`src/rtl/mips_pkg.sv`:
```
// Shared constants and helpers for the MIPS pipeline stages.
package mips_pkg;

   localparam logic [31:0] NOP              = 32'h0000_0000;
   localparam logic [31:0] DEFAULT_RESET_PC = 32'h0000_0000;

   typedef enum logic [1:0] {
      MODE_ADVANCE,
      MODE_HOLD,
      MODE_FLUSH
   } fetch_mode_e;

   function automatic int unsigned word_idx_width(input int unsigned depth);
      return $clog2(depth);
   endfunction

endpackage

```
`src/rtl/imem_ram.sv`:
```
// Instruction memory: asynchronous read, synchronous write, read-before-write.
module imem_ram #(
   parameter int unsigned DEPTH = 64,
   parameter int unsigned AW    = 6
) (
   input  logic          clk,
   input  logic          we,
   input  logic [AW-1:0] waddr,
   input  logic [31:0]   wdata,
   input  logic [AW-1:0] raddr,
   output logic [31:0]   rdata
);

   logic [31:0] mem_q [DEPTH];

   // Contents are never reset so a program loaded during reset survives it.
   always_ff @(posedge clk) begin
      if (we) begin
         mem_q[waddr] <= wdata;
      end
   end

   always_comb begin
      rdata = mem_q[raddr];
   end

endmodule

```
`src/rtl/if_stage.sv`:
```
// Instruction-fetch stage: PC register, imem lookup and the IF/ID pipeline register.
module if_stage
   import mips_pkg::*;
#(
   parameter int unsigned IMEM_DEPTH = 64,
   parameter logic [31:0] RESET_PC   = DEFAULT_RESET_PC
) (
   input  logic        clk,
   input  logic        reset,
   input  logic        stall,
   input  logic        branch_taken,
   input  logic [31:0] branch_target,
   input  logic        imem_we,
   input  logic [31:0] imem_addr,
   input  logic [31:0] imem_wdata,
   output logic [31:0] PC_out,
   output logic [31:0] Instruction_out,
   output logic        valid_out,
   output logic [31:0] fetch_count,
   output logic [31:0] flush_count
);

   localparam int unsigned AW = word_idx_width(IMEM_DEPTH);

   logic [31:0] pc_q, pc_d;
   logic [31:0] pc_out_q, pc_out_d;
   logic [31:0] instr_q, instr_d;
   logic        valid_q, valid_d;
   logic [31:0] fetch_cnt_q, fetch_cnt_d;
   logic [31:0] flush_cnt_q, flush_cnt_d;

   logic [31:0] pc_plus4;
   logic [31:0] imem_rdata;
   fetch_mode_e mode;
   logic        unused_bits;

   imem_ram #(
      .DEPTH (IMEM_DEPTH),
      .AW    (AW)
   ) u_imem (
      .clk   (clk),
      .we    (imem_we),
      .waddr (imem_addr[AW+1:2]),
      .wdata (imem_wdata),
      .raddr (pc_q[AW+1:2]),
      .rdata (imem_rdata)
   );

   always_comb begin
      unused_bits = ^{branch_target[1:0], imem_addr[31:AW+2], imem_addr[1:0]};
   end

   always_comb begin
      mode = MODE_ADVANCE;
      if (branch_taken) begin
         mode = MODE_FLUSH;
      end else if (stall) begin
         mode = MODE_HOLD;
      end
   end

   always_comb begin
      pc_plus4    = pc_q + 32'd4;
      pc_d        = pc_q;
      pc_out_d    = pc_out_q;
      instr_d     = instr_q;
      valid_d     = valid_q;
      fetch_cnt_d = fetch_cnt_q;
      flush_cnt_d = flush_cnt_q;
      case (mode)
         MODE_FLUSH: begin
            pc_d        = {branch_target[31:2], 2'b00};
            pc_out_d    = '0;
            instr_d     = NOP;
            valid_d     = 1'b0;
            flush_cnt_d = flush_cnt_q + 32'd1;
         end
         MODE_ADVANCE: begin
            pc_d        = pc_plus4;
            pc_out_d    = pc_plus4;
            instr_d     = imem_rdata;
            valid_d     = 1'b1;
            fetch_cnt_d = fetch_cnt_q + 32'd1;
         end
         default: ;
      endcase
   end

   always_ff @(posedge clk) begin
      if (reset) begin
         pc_q        <= RESET_PC;
         pc_out_q    <= '0;
         instr_q     <= '0;
         valid_q     <= 1'b0;
         fetch_cnt_q <= '0;
         flush_cnt_q <= '0;
      end else begin
         pc_q        <= pc_d;
         pc_out_q    <= pc_out_d;
         instr_q     <= instr_d;
         valid_q     <= valid_d;
         fetch_cnt_q <= fetch_cnt_d;
         flush_cnt_q <= flush_cnt_d;
      end
   end

   always_comb begin
      PC_out          = pc_out_q;
      Instruction_out = instr_q;
      valid_out       = valid_q;
      fetch_count     = fetch_cnt_q;
      flush_count     = flush_cnt_q;
   end

endmodule

```
`config.mk`:
```
export PLATFORM = sky130hd
export DESIGN_NAME = if_stage
export DESIGN_NICKNAME = d
export VERILOG_FILES = /design/src/rtl/mips_pkg.sv /design/src/rtl/imem_ram.sv /design/src/rtl/if_stage.sv
export SDC_FILE = /design/constraint.sdc
export NUM_CORES = 2
export LEC_CHECK = 0
export BUFFER_PORTS_ARGS = -buffer_cell sky130_fd_sc_hd__buf_2
export CORE_MARGIN = 1.5
export CORE_UTILIZATION = 30
export DETAILED_ROUTE_END_ITERATION = 7
export GPL_TIMING_DRIVEN = 0
export PLACE_DENSITY = 0.49
export SETUP_SLACK_MARGIN = 0.1
export SLEW_MARGIN = 20
export SYNTH_ARGS = -nofsm -noshare
export SYNTH_HDL_FRONTEND = slang
export SYNTH_SLANG_ARGS = --single-unit
```
`constraint.sdc`:
```
create_clock -name clk -period 4.9 [get_ports clk]
set_input_delay 0.49 -clock clk [delete_from_list [all_inputs] [get_ports clk]]
set_output_delay 0.49 -clock clk [all_outputs]
set_load 0.01 [all_outputs]
```
==> key figures <==
Run status
  – Outcome: finished, violations left
  – Failing checks: negative setup slack

GRT
  – Initial antenna violation count: 39
  – Total track usage: 0.225
  – Largest net degree at the start of global routing: between 60 and 70
  – First-pass GRT wire length: 435000 um
  – Global route total overflow: 0
  – Vias in the first global route: 47600

Placement
  – Final HPWL DP: 233000 um
  – I/O Buffers: 194
  – Pre-CTS WS: -184 ps
  – Placed insts: 8380
  – GPL Wtd Cong: 0.855

STA
  – RSZ-0062 raised after global routing: no
  – Slew Limit Fails: 0
  – Slew HR: 0.150
  – Setup TNS: -72.8 ps
  – Worst hold slack: around 60 ps
  – Min Clock Period, post-route: slightly below 5000 ps
  – Setup WS post-layout: -72.8 ps
  – Count of final setup violators: 1
  – Worst Skew: around 120 ps
  – Max Clk Rate: roughly 200 MHz
  – Fin. Hold Viols: 0
  – Worst-Margin Slew: between 1000 and 1500 ps
  – Final worst-path cycle share: 1.01

Power
  – Leak: ~32 nW
  – Peak supply drop: 0.313 mV
  – Power Density: 393 nW/um2

Drt
  – Drt first pass iters: 5
  – Drt via density: around 5.6
  – # DRC: 0
  – Routed Antenna Nets: 0
  – Routed wire length: 331000 um
  – Routed WL per cell: 37.4 um
  – Vias: 49400
  – Initial DRC Count: 7831

Synth
  – Post-synthesis xor/xnor area fraction: 0.00841
  – Syn Inst Count: 4243
  – Register area share after synthesis: 0.758
  – Synth cell count leaders: edfxtp_1 (2048), mux4_2 (515), nor2_1 (191)
  – Synth area leader: edfxtp_1
  – Post-Syn Area: 85400 um2
  – Mux cell area share after synthesis: 0.155
  – Syn Area/Cell: 20.1 um2
  – Post-synth top area share: 0.720
  – Largest family of logic cells by synthesized area: multiplexers
  – Ys async rst share: 0
  – Top FF cell, synth: edfxtp_1
  – Synth Warn #: 0
  – Most common cell in the synthesized netlist: edfxtp_1
  – Top post-synthesis cells by area: edfxtp_1 (72%), mux4_2 (14%), dfxtp_1 (3.8%)
  – Synth Area in Adders: 0.000439
  – Simple-Gate Fraction of Synth Area: 0.0373
  – Synth Area in Compound Gates: 0.0267
  – Post-synth EDFFs: 2048
  – Synthesized flop and latch total: 2211
  – Distinct cells, synth: 65

Setup path
  – CP top delay family: buffers and inverters
  – CP Data Required Time: between 5000 and 6000 ps
  – Depth of the most critical reg-to-reg path: 8
  – Slowest CP cell: clkdlybuf4s15_1
  – Max incr delay on CP: 950 ps
  – R2r endpoint: Instruction_out[10]$_SDFFE_PP0N_
  – Crit path kind: flop to flop
  – Setup crit end: Instruction_out[10]$_SDFFE_PP0N_
  – Critical Path Source Type: flop
  – Crit end category: flop
  – Crit-path cells: buf_2 > buf_1 > clkdlybuf4s15_1 > nand2_1 > clkbuf_2 > a211oi_1 > a22oi_1 > a22o_1
  – Critical Path Stages: 8
  – CP Max Fanout: 11
  – Arrival time worst endpoint: 5760 ps
  – Reg2Reg Setup Slack: -70 ps
  – Crit path buf inv count: 4

CTS
  – H-tree Lvls: 4
  – Max Buffers Root-to-Sink: 4
  – CTS Root Buffer Type: clkbuf_16
  – Clk_lat worst skew: 920 ps
  – Worst-path clk slew: 60 ps
  – Post-CTS Setup Bufs: 0
  – CTS Buf Count: 232
  – Clock sink count: 2211
  – CTS tree: done

Layout
  – Share of layout cells above drive strength 1: 0.295
  – Fillers: between 20000 and 30000
  – Final Util: 0.367
  – Final Net Count: 5003
  – Final cell count without fillers: 8850
  – Register Area: 64800 um2
  – Footprint of the multi-input gates: 20000 um2
  – Layout area overhead: 21.5%

Floorplanning
  – Die ar.: 288000 um2
  – I/O pin cnt: 230
  – Core Footprint: 283000 um2
  – Row cnt: 195
  – Die height: 537 um
  – Chip Width: 537 um
  – Initial core utilization: 0.302

Min path
  – Worst hold path class: primary input to flop

Run
  – MaxCap Viol Count: 0
## worst min-delay path by stage
stage | startpoint | end | slack (ps) | depth (start not counted)
after detailed placement | PC_out[29]$_SDFFE_PP0N_ | PC_out[29]$_SDFFE_PP0N_ | 440 | 2
after global placement | PC_out[30]$_SDFFE_PP0N_ | PC_out[30]$_SDFFE_PP0N_ | 440 | 2
final | branch_target[4] | flop | 60 | 3
after floorplan | valid_out$_SDFFE_PP0N_ | valid_out$_SDFFE_PP0N_ | 470 | 2
after CTS | branch_target[16] | pc_q[16]$_SDFFE_PP0N_ | 10 | 4
after global routing | imem_wdata[17] | u_imem.mem_q[11][17]$_DFFE_PP_ | 60 | 1
## flip-flops by register name (all words and copies together), names as in the netlist, named ones only
register and cells:
Instruction_out 32, PC_out 30, fetch_count 32, flush_count 32
pc_q 30, u_imem.mem_q 2048, valid_out 1
## cells by family after synthesis
family | count (synthesis)
flip-flops | 2211
multiplexers | 678
AND/OR/NAND/NOR | 664
AO/OA/AOI/OAI | 340
buffers and inverters | 264
XOR/XNOR | 82
adder cells (fa/ha/maj) | 3
other | 1
## worst min-delay path, stage by stage
cell and delay [ps]:
buf_2 100, a21oi_1 140, nor2_1 90
## layout make-up
| cell class | count | area share |
|---|---|---|
| clock inverter | 123 | 0.00987 |
| multi-input combinational | 1769 | 0.193 |
| buffer | 238 | 0.0112 |
| inverter | 26 | 0.000940 |
| sequential | 2211 | 0.624 |
| clock buffer | 298 | 0.0594 |
| tap | 3743 | 0.0451 |
| timing repair buffer | 421 | 0.0564 |
| antenna | 21 | 0.000506 |
## repair_timing
action	4_1_cts	5_1_grt
hold endpoints to repair	31	0
gates resized for setup	2	4
endpoints found under the setup margin	2	3
hold buffers	27	0
## layout by cell type, fill, tap and decap left out, types with 16 or more instances in the layout
cell and count:
edfxtp_1 2048, mux4_2 515, buf_2 264, clkbuf_16 234, nand2_1 168, dfxtp_1 163
mux2i_1 135, nor2_1 129, clkbuf_1 115, buf_16 101, buf_12 79, a21oi_1 77
nand3_1 66, nor2_4 62, buf_4 62, o21ai_0 48, clkinv_1 48, xnor2_1 45
a211oi_1 45, nor3_1 45, clkinv_2 44, xor2_1 37, clkbuf_2 36, a22oi_1 36
nor4_1 35, o22ai_1 34, nand4_1 33, mux2_2 28, dlygate4sd3_1 27, buf_1 23
inv_1 23, diode_2 21, or3_1 21, nor2b_1 19, bufinv_16 16
## per-stage QoR
stage	power, mW	instance area (um2)
after floorplan	22.5	85400
after global placement	23.8	91100
after detailed placement	24.0	96200
after CTS	40.9	104000
after global routing	41.7	104000
final	40.8	104000
## power by group
part	switching, mW	leakage [nW]	total, mW	internal (mW)
Combinational	1.85	9.18	2.76	0.902
Sequential	0.102	19.8	20.9	20.8
Clock	7.51	3.52	17.2	9.67
Total	9.46	32.4	40.8	31.3
## routing by layer
metal	track usage	up-vias	routed length, um
met5	0.000822	-	101
li1	-	18900	-
met2	0.351	3166	151000
met1	0.300	26600	131000
met4	0.104	12	16800
met3	0.0498	696	31600
Power figures use the tool's default switching activity.
